==> src/rtl/gpio_in_pkg.sv <==
// gpio_in_pkg: register map, default base address and arming length for gpio_in_reader
package gpio_in_pkg;

    localparam logic [1:0]  OFF_DATA      = 2'd0;
    localparam logic [1:0]  OFF_RISE      = 2'd1;
    localparam logic [1:0]  OFF_FALL      = 2'd2;
    localparam logic [1:0]  OFF_IRQ_EN    = 2'd3;
    localparam logic [31:0] BASE_ADDR_DEF = 32'hFFFF_0010;
    localparam logic [1:0]  ARM_CYCLES    = 2'd3;

endpackage

==> src/rtl/gpio_debounce_bit.sv <==
// gpio_debounce_bit: per-bit filter; accepts a new level after DEB_CNT consecutive differing ticks
module gpio_debounce_bit #(
    parameter int DEB_CNT = 4
) (
    input  logic clk,
    input  logic rst_n,
    input  logic i_tick,
    input  logic i_armed,
    input  logic i_sync,
    input  logic i_stb,
    output logic o_stb_nxt
);

    localparam int CW = $clog2(DEB_CNT + 1);

    logic [CW-1:0] r_cnt;
    logic          w_reached;

    assign w_reached = r_cnt == CW'(DEB_CNT);
    assign o_stb_nxt = (!i_armed || w_reached) ? i_sync : i_stb;

    // count ticks on which the synchronised input disagrees with the stable level
    always_ff @(posedge clk or negedge rst_n) begin
        if (!rst_n)
            r_cnt <= '0;
        else if (!i_armed || w_reached)
            r_cnt <= '0;
        else if (i_tick)
            r_cnt <= (i_sync != i_stb) ? r_cnt + 1'b1 : '0;
    end

endmodule

==> src/rtl/gpio_in_reader.sv <==
// gpio_in_reader: synchronised GPIO input capture with sticky edge flags, bus reads and level irq.
// Define GPIO_IN_DEBOUNCE_EN to insert a per-bit debounce filter between synchroniser and stable value.
module gpio_in_reader
    import gpio_in_pkg::*;
#(
    parameter int                         DATA_WIDTH      = 32,
    parameter int                         DATA_ADDR_WIDTH = 32,
    parameter logic [DATA_ADDR_WIDTH-1:0] BASE_ADDR       = DATA_ADDR_WIDTH'(BASE_ADDR_DEF),
    parameter int                         DEB_DIV         = 1000,
    parameter int                         DEB_CNT         = 4
) (
    input  logic                       clk,
    input  logic                       rst_n,
    input  logic [DATA_WIDTH-1:0]      gpio_i,
    input  logic                       data_rd_en,
    input  logic                       data_wr_en,
    input  logic [DATA_ADDR_WIDTH-1:0] data_addr,
    input  logic [DATA_WIDTH-1:0]      data_write,
    output logic [DATA_WIDTH-1:0]      data_read,
    output logic                       rd_hit,
    output logic                       irq
);

    logic [DATA_WIDTH-1:0] r_sync1, r_sync2, r_stb, r_rise, r_fall, r_irq_en;
    logic [DATA_WIDTH-1:0] w_stb_nxt, w_rise_evt, w_fall_evt, w_rdata;
    logic [1:0]            r_arm, w_off;
    logic                  w_armed, w_hit, w_rd, w_wr_en, w_clr_rise, w_clr_fall;
    logic                  w_unused_addr;

    assign w_armed       = r_arm == ARM_CYCLES;
    assign w_hit         = data_addr[DATA_ADDR_WIDTH-1:4] == BASE_ADDR[DATA_ADDR_WIDTH-1:4];
    assign w_off         = data_addr[3:2];
    assign w_rd          = data_rd_en && w_hit;
    assign w_wr_en       = data_wr_en && w_hit && w_off == OFF_IRQ_EN;
    assign w_clr_rise    = w_rd && w_off == OFF_RISE;
    assign w_clr_fall    = w_rd && w_off == OFF_FALL;
    assign w_unused_addr = ^data_addr[1:0];

`ifdef GPIO_IN_DEBOUNCE_EN
    localparam int PW = $clog2(DEB_DIV);

    logic [PW-1:0] r_pre;
    logic          w_tick;

    assign w_tick = r_pre == PW'(DEB_DIV - 1);

    // free-running prescaler producing one debounce sample tick every DEB_DIV cycles
    always_ff @(posedge clk or negedge rst_n) begin
        if (!rst_n)
            r_pre <= '0;
        else
            r_pre <= w_tick ? '0 : r_pre + 1'b1;
    end

    for (genvar i = 0; i < DATA_WIDTH; i++) begin : g_deb
        gpio_debounce_bit #(.DEB_CNT(DEB_CNT)) u_deb (
            .clk       (clk),
            .rst_n     (rst_n),
            .i_tick    (w_tick),
            .i_armed   (w_armed),
            .i_sync    (r_sync2[i]),
            .i_stb     (r_stb[i]),
            .o_stb_nxt (w_stb_nxt[i])
        );
    end
`else
    logic w_unused_deb;

    assign w_unused_deb = ^{DEB_DIV[0], DEB_CNT[0]};
    assign w_stb_nxt    = r_sync2;
`endif

    // edges compare the level being loaded into stb against the current stb, so a flag lands with stb
    assign w_rise_evt = w_armed ? (w_stb_nxt & ~r_stb) : '0;
    assign w_fall_evt = w_armed ? (~w_stb_nxt & r_stb) : '0;

    // read mux over the four-word register window
    always_comb begin
        w_rdata = (w_off == OFF_DATA) ? r_stb  :
                  (w_off == OFF_RISE) ? r_rise :
                  (w_off == OFF_FALL) ? r_fall : r_irq_en;
    end

    // two-flop synchroniser, stable value and post-reset arming counter
    always_ff @(posedge clk or negedge rst_n) begin
        if (!rst_n) begin
            r_sync1 <= '0;
            r_sync2 <= '0;
            r_stb   <= '0;
            r_arm   <= '0;
        end else begin
            r_sync1 <= gpio_i;
            r_sync2 <= r_sync1;
            r_stb   <= w_stb_nxt;
            r_arm   <= w_armed ? r_arm : r_arm + 2'd1;
        end
    end

    // sticky edge flags; a new event in the clearing cycle survives the clear
    always_ff @(posedge clk or negedge rst_n) begin
        if (!rst_n) begin
            r_rise <= '0;
            r_fall <= '0;
        end else begin
            r_rise <= (r_rise & ~{DATA_WIDTH{w_clr_rise}}) | w_rise_evt;
            r_fall <= (r_fall & ~{DATA_WIDTH{w_clr_fall}}) | w_fall_evt;
        end
    end

    // interrupt enable mask, the only writable register
    always_ff @(posedge clk or negedge rst_n) begin
        if (!rst_n)
            r_irq_en <= '0;
        else if (w_wr_en)
            r_irq_en <= data_write;
    end

    // registered read return; pre-clear, pre-write values are returned
    always_ff @(posedge clk or negedge rst_n) begin
        if (!rst_n) begin
            data_read <= '0;
            rd_hit    <= 1'b0;
        end else begin
            data_read <= w_rd ? w_rdata : '0;
            rd_hit    <= w_rd;
        end
    end

    // level interrupt from any enabled pending flag
    always_ff @(posedge clk or negedge rst_n) begin
        if (!rst_n)
            irq <= 1'b0;
        else
            irq <= |((r_rise | r_fall) & r_irq_en);
    end

endmodule

==> config.mk <==
export PLATFORM = sky130hd
export DESIGN_NAME = gpio_in_reader
export DESIGN_NICKNAME = d
export VERILOG_FILES = /design/src/rtl/gpio_in_pkg.sv /design/src/rtl/gpio_debounce_bit.sv /design/src/rtl/gpio_in_reader.sv
export SDC_FILE = /design/constraint.sdc
export NUM_CORES = 1
export LEC_CHECK = 0
export CAP_MARGIN = 30
export CORE_MARGIN = 2
export CORE_UTILIZATION = 53
export CTS_CLUSTER_DIAMETER = 40
export DETAILED_ROUTE_END_ITERATION = 8
export PLACE_DENSITY = 0.79
export SETUP_SLACK_MARGIN = 0.5
export SLEW_MARGIN = 15
export SYNTH_ARGS = -nofsm -noshare
export SYNTH_HDL_FRONTEND = slang
export SYNTH_HIERARCHICAL = 1
export SYNTH_SLANG_ARGS = --single-unit
==> constraint.sdc <==
create_clock -name clk -period 1.7 [get_ports clk]
set_clock_uncertainty 0.05 [all_clocks]
set_input_delay 0.17 -clock clk [delete_from_list [all_inputs] [get_ports clk]]
set_output_delay 0.17 -clock clk [all_outputs]
set_load 0.01 [all_outputs]
==> impl_results.html <==
<table>
<tr><th>Metric</th><th>Value</th></tr>
<tr><th colspan="2">Power and ir drop</th></tr>
<tr><td>Power per unit of standard cell area</td><td>about 1000 nW/um2</td></tr>
<tr><td>Leak Pwr</td><td>0.005596 uW</td></tr>
<tr><td>Maximum resistive drop on vdd</td><td>a little under 0.0009 V</td></tr>
<tr><td>Power after layout</td><td>12,820 uW</td></tr>
<tr><th colspan="2">Placement</th></tr>
<tr><td>Placed cell area</td><td>about 10,000 um2</td></tr>
<tr><td>Port Buf Inserts</td><td>roughly 130</td></tr>
<tr><td>Routability congestion estimate from global placement</td><td>between 0.8 and 0.9</td></tr>
<tr><td>Half-perimeter wire length after detailed placement</td><td>around 14,000 um</td></tr>
<tr><th colspan="2">Finish</th></tr>
<tr><td>Final net count</td><td>between 800 and 900</td></tr>
<tr><td>Most frequent standard cell in the layout excluding fill and tap cells</td><td>dfrtp_1</td></tr>
<tr><td>Ratio of cells with drive above 1 in the final layout</td><td>a little over two fifths</td></tr>
<tr><td>Highest-count cells in the layout ignoring fill and taps</td><td>dfrtp_1, clkdlybuf4s50_1, nand2_1</td></tr>
<tr><td>Area growth syn-to-layout</td><td>50.05%</td></tr>
<tr><td>Total inserted antenna cells</td><td>0</td></tr>
<tr><td>Post-route cell area</td><td>roughly 13,000 um2</td></tr>
<tr><td>Filler Cells Inserted</td><td>745</td></tr>
<tr><th colspan="2">Route</th></tr>
<tr><td>Avg WL per Cell</td><td>30.68 um</td></tr>
<tr><td>1st-iter DRT viols</td><td>583</td></tr>
<tr><td>Count of nets left with antenna violations after detail routing</td><td>0</td></tr>
<tr><td>Routed wire length</td><td>a little over 30,000 um</td></tr>
<tr><td>Mean number of vias per cell</td><td>around 6.6</td></tr>
<tr><td>Number of search-and-repair iterations in the first detailed-routing pass</td><td>6</td></tr>
<tr><td>DRC Markers</td><td>0</td></tr>
<tr><td>Via count</td><td>roughly 6,500</td></tr>
<tr><th colspan="2">Synthesis</th></tr>
<tr><td>Sequential cell area fraction in the yosys report</td><td>approximately two thirds</td></tr>
<tr><td>Cells after Synth</td><td>around 550</td></tr>
<tr><td>Count of cell types in the netlist</td><td>27</td></tr>
<tr><td>Cells taking the most area after synthesis</td><td>dfrtp_1, mux4_2, mux2_4</td></tr>
<tr><td>Synth area leader</td><td>dfrtp_1</td></tr>
<tr><td>Flip-flop and latch count after synthesis</td><td>228</td></tr>
<tr><td>Synthesized net count</td><td>roughly 650</td></tr>
<tr><td>Ys Warns</td><td>6</td></tr>
<tr><td>Mean area per synthesized cell</td><td>approximately 16 um2</td></tr>
<tr><td>Top-area cell type share of the netlist area</td><td>between 60% and 70%</td></tr>
<tr><td>Netlist area before placement</td><td>~8500 um2</td></tr>
<tr><th colspan="2">Timing</th></tr>
<tr><td>Worst-margin pin slew</td><td>around 0.46 ns</td></tr>
<tr><td>RSZ-0062 raised after global routing</td><td>true</td></tr>
<tr><td>Hold Worst Slack</td><td>between 0.015 and 0.02 ns</td></tr>
<tr><td>Max-slew headroom</td><td>69.60%</td></tr>
<tr><td>Max-slew violation count</td><td>0</td></tr>
<tr><td>Setup-failing EPs final</td><td>63</td></tr>
<tr><td>Setup slack after layout</td><td>-0.1413 ns</td></tr>
<tr><td>Highest clock frequency the design can meet</td><td>about 540 MHz</td></tr>
<tr><td>Portion of the clock cycle consumed by the worst path in the final layout</td><td>108.3%</td></tr>
<tr><td>Final hold violations</td><td>0</td></tr>
<tr><td>Final critical-path required period</td><td>about 1.8 ns</td></tr>
<tr><th colspan="2">Run</th></tr>
<tr><td>Max-cap check violation count</td><td>0</td></tr>
<tr><th colspan="2">Global route</th></tr>
<tr><td>GR Overflow Total</td><td>0</td></tr>
<tr><td>Initial antenna violation count</td><td>0</td></tr>
<tr><td>Pin count of the biggest net entering global routing</td><td>53</td></tr>
<tr><td>Global-route total usage across every layer</td><td>around a third</td></tr>
<tr><td>Grt met2 use</td><td>between 50% and 60%</td></tr>
<tr><td>M3 GR Usage</td><td>under 10%</td></tr>
<tr><td>Number of global-route vias before repair</td><td>a little under 7,000</td></tr>
<tr><td>Global-route wire length before repair</td><td>roughly 42,000 um</td></tr>
<tr><td>Global-route track usage on met1</td><td>approximately 43%</td></tr>
<tr><td>Busiest layer in global routing</td><td>met2</td></tr>
<tr><th colspan="2">Min path</th></tr>
<tr><td>Kind of path behind the tightest hold check</td><td>in -&gt; reg</td></tr>
<tr><th colspan="2">Clocking</th></tr>
<tr><td>Clock latency at the later pin of the worst-skew pair</td><td>~0.53 ns</td></tr>
<tr><td>Deepest clock path buffer count</td><td>3</td></tr>
<tr><td>Total clock buffers created by CTS</td><td>29</td></tr>
<tr><td>Buffer cell driving the clock tree root</td><td>clkbuf_16</td></tr>
<tr><td>H-tree levels</td><td>1</td></tr>
<tr><td>Clock sinks</td><td>between 200 and 250</td></tr>
<tr><td>CTS tree</td><td>built</td></tr>
<tr><td>CTS clock-pin slew for the worst setup and hold paths</td><td>around 0.060 ns</td></tr>
<tr><th colspan="2">Die</th></tr>
<tr><td>Number of cell rows</td><td>46</td></tr>
<tr><td>Number of placed I/O pins</td><td>134</td></tr>
<tr><td>Floorplan Core Area</td><td>15,770 um2</td></tr>
<tr><td>Die area</td><td>between 15,000 and 20,000 um2</td></tr>
<tr><td>Initial cell density of the core</td><td>between 50% and 60%</td></tr>
<tr><td>Die H</td><td>roughly 130 um</td></tr>
<tr><td>Die X-Extent</td><td>between 100 and 150 um</td></tr>
<tr><th colspan="2">Run status</th></tr>
<tr><td>Violated checks</td><td>setup timing</td></tr>
<tr><td>Result of the run</td><td>complete, but fails checks</td></tr>
<tr><th colspan="2">Worst setup path</th></tr>
<tr><td>Largest fanout on the critical path</td><td>6</td></tr>
<tr><td>Crit end category</td><td>flip-flop</td></tr>
<tr><td>Startpoint kind of the worst setup timing path</td><td>primary input</td></tr>
<tr><td>Required time of the worst setup path</td><td>between 2 and 2.5 ns</td></tr>
<tr><td>Critical Setup Path Class</td><td>in -&gt; reg</td></tr>
<tr><td>Worst EP arrival</td><td>about 2.2 ns</td></tr>
</table>
[synthesized netlist by cell type (all sizes together)]
cell       n
nand3      1
o21ai     32
nand4     10
o2bb2ai   40
nand2     42
and4       1
nor4       6
clkbuf    19
buf       12
mux4      32
and3      32
dfrtp    228
inv       27
nand2b     1
ha         1
nand4b     3
mux2      33
or4b       3
a32o      24
xnor2      1
[worst paths after layout]
check | from | endpoint | slack [ns] | cells past startpoint
max in group asynchronous | rst_n | r_irq_en[22] | 0.85 | 3
worst min register to register | r_sync1[15] | r_sync2[15] | 0.28 | 0
worst max register to register | r_fall[20] | irq | 0.15 | 4
min in group asynchronous | rst_n | r_sync1[7] | 0.10 | 2
worst max-delay path | data_addr[10] | r_rise[18] | -0.14 | 9
worst min-delay path | gpio_i[3] | r_sync1[3] | 0.02 | 1
[per-stage QoR]
step	worst slack, ns	std cells	setup TNS [ns]	utilization, %
2_1_floorplan	-0.3293	548	-17.24	-
3_3_place_gp	-0.8465	891	-82.22	66.31
3_5_place_dp	-0.8667	891	-83.75	66.31
4_1_cts	-0.03953	978	-0.3919	79.01
5_1_grt	-0.1906	983	-6.136	81.01
6_report	-0.1413	983	-3.207	81.01
[cell type report]
| cell class | instances | area [um2] | area share, % |
|---|---|---|---|
| clock buffers | 35 | 778.2 | 6.091 |
| clock inverters | 17 | 235.2 | 1.841 |
| inverters | 27 | 101.3 | 0.7933 |
| multi-input cells | 262 | 3423 | 26.79 |
| flip-flops and latches | 228 | 5707 | 44.67 |
| well taps | 216 | 270.3 | 2.115 |
| repair buffers | 198 | 2261 | 17.70 |
[sequential cells by signal, indices dropped and copies added, names as in the netlist]
name,count
r_fall,32
r_irq_en,32
r_arm,2
irq,1
rd_hit,1
r_stb,32
r_sync1,32
r_rise,32
data_read,32
r_sync2,32
[routing by layer]
metal  vias to the layer above  wire length [um]  part of all wire (%)
met5                         -                 0                     0
met4                         0              2201                   7.3
met3                       172              2746                   9.1
met2                       535             14680                    49
met1                      3322             10530                    35
li1                       2440                 -                     -
[logic make-up after synthesis]
group	Yosys count	synth area share, %
multiplexers	65	14.15
AND/OR/NAND/NOR	99	6.539
AO/OA/AOI/OAI	96	8.817
adder cells (fa/ha/maj)	1	0.1469
buffers and inverters	58	3.233
flip-flops	228	67.01
XOR/XNOR	1	0.1029
[critical path, cell delays in order]
cell	delay [ns]
clkbuf_2	0.08
or4b_4	0.54
nor4_4	0.37
buf_4	0.23
nand4b_1	0.17
buf_6	0.23
buf_12	0.15
buf_16	0.14
o2bb2ai_2	0.12
[where the power goes]
group	switching, uW	internal [uW]	leakage (uW)
Sequential	120	5540	0.00262
Clock	2590	3930	0.000483
Combinational	314	333	0.00249
Total	3020	9800	0.00560
[timing repair]
action / in CTS / in global routing
gates cloned: 16 / 0
gates resized for setup: 310 / 60
pin swaps: 36 / 27
setup buffers: 18 / 5
endpoints found under the setup margin: 165 / 166
hold endpoints to repair: 228 / 0
hold buffers: 1 / 0
Note: power is estimated with default switching activity, not from simulation.
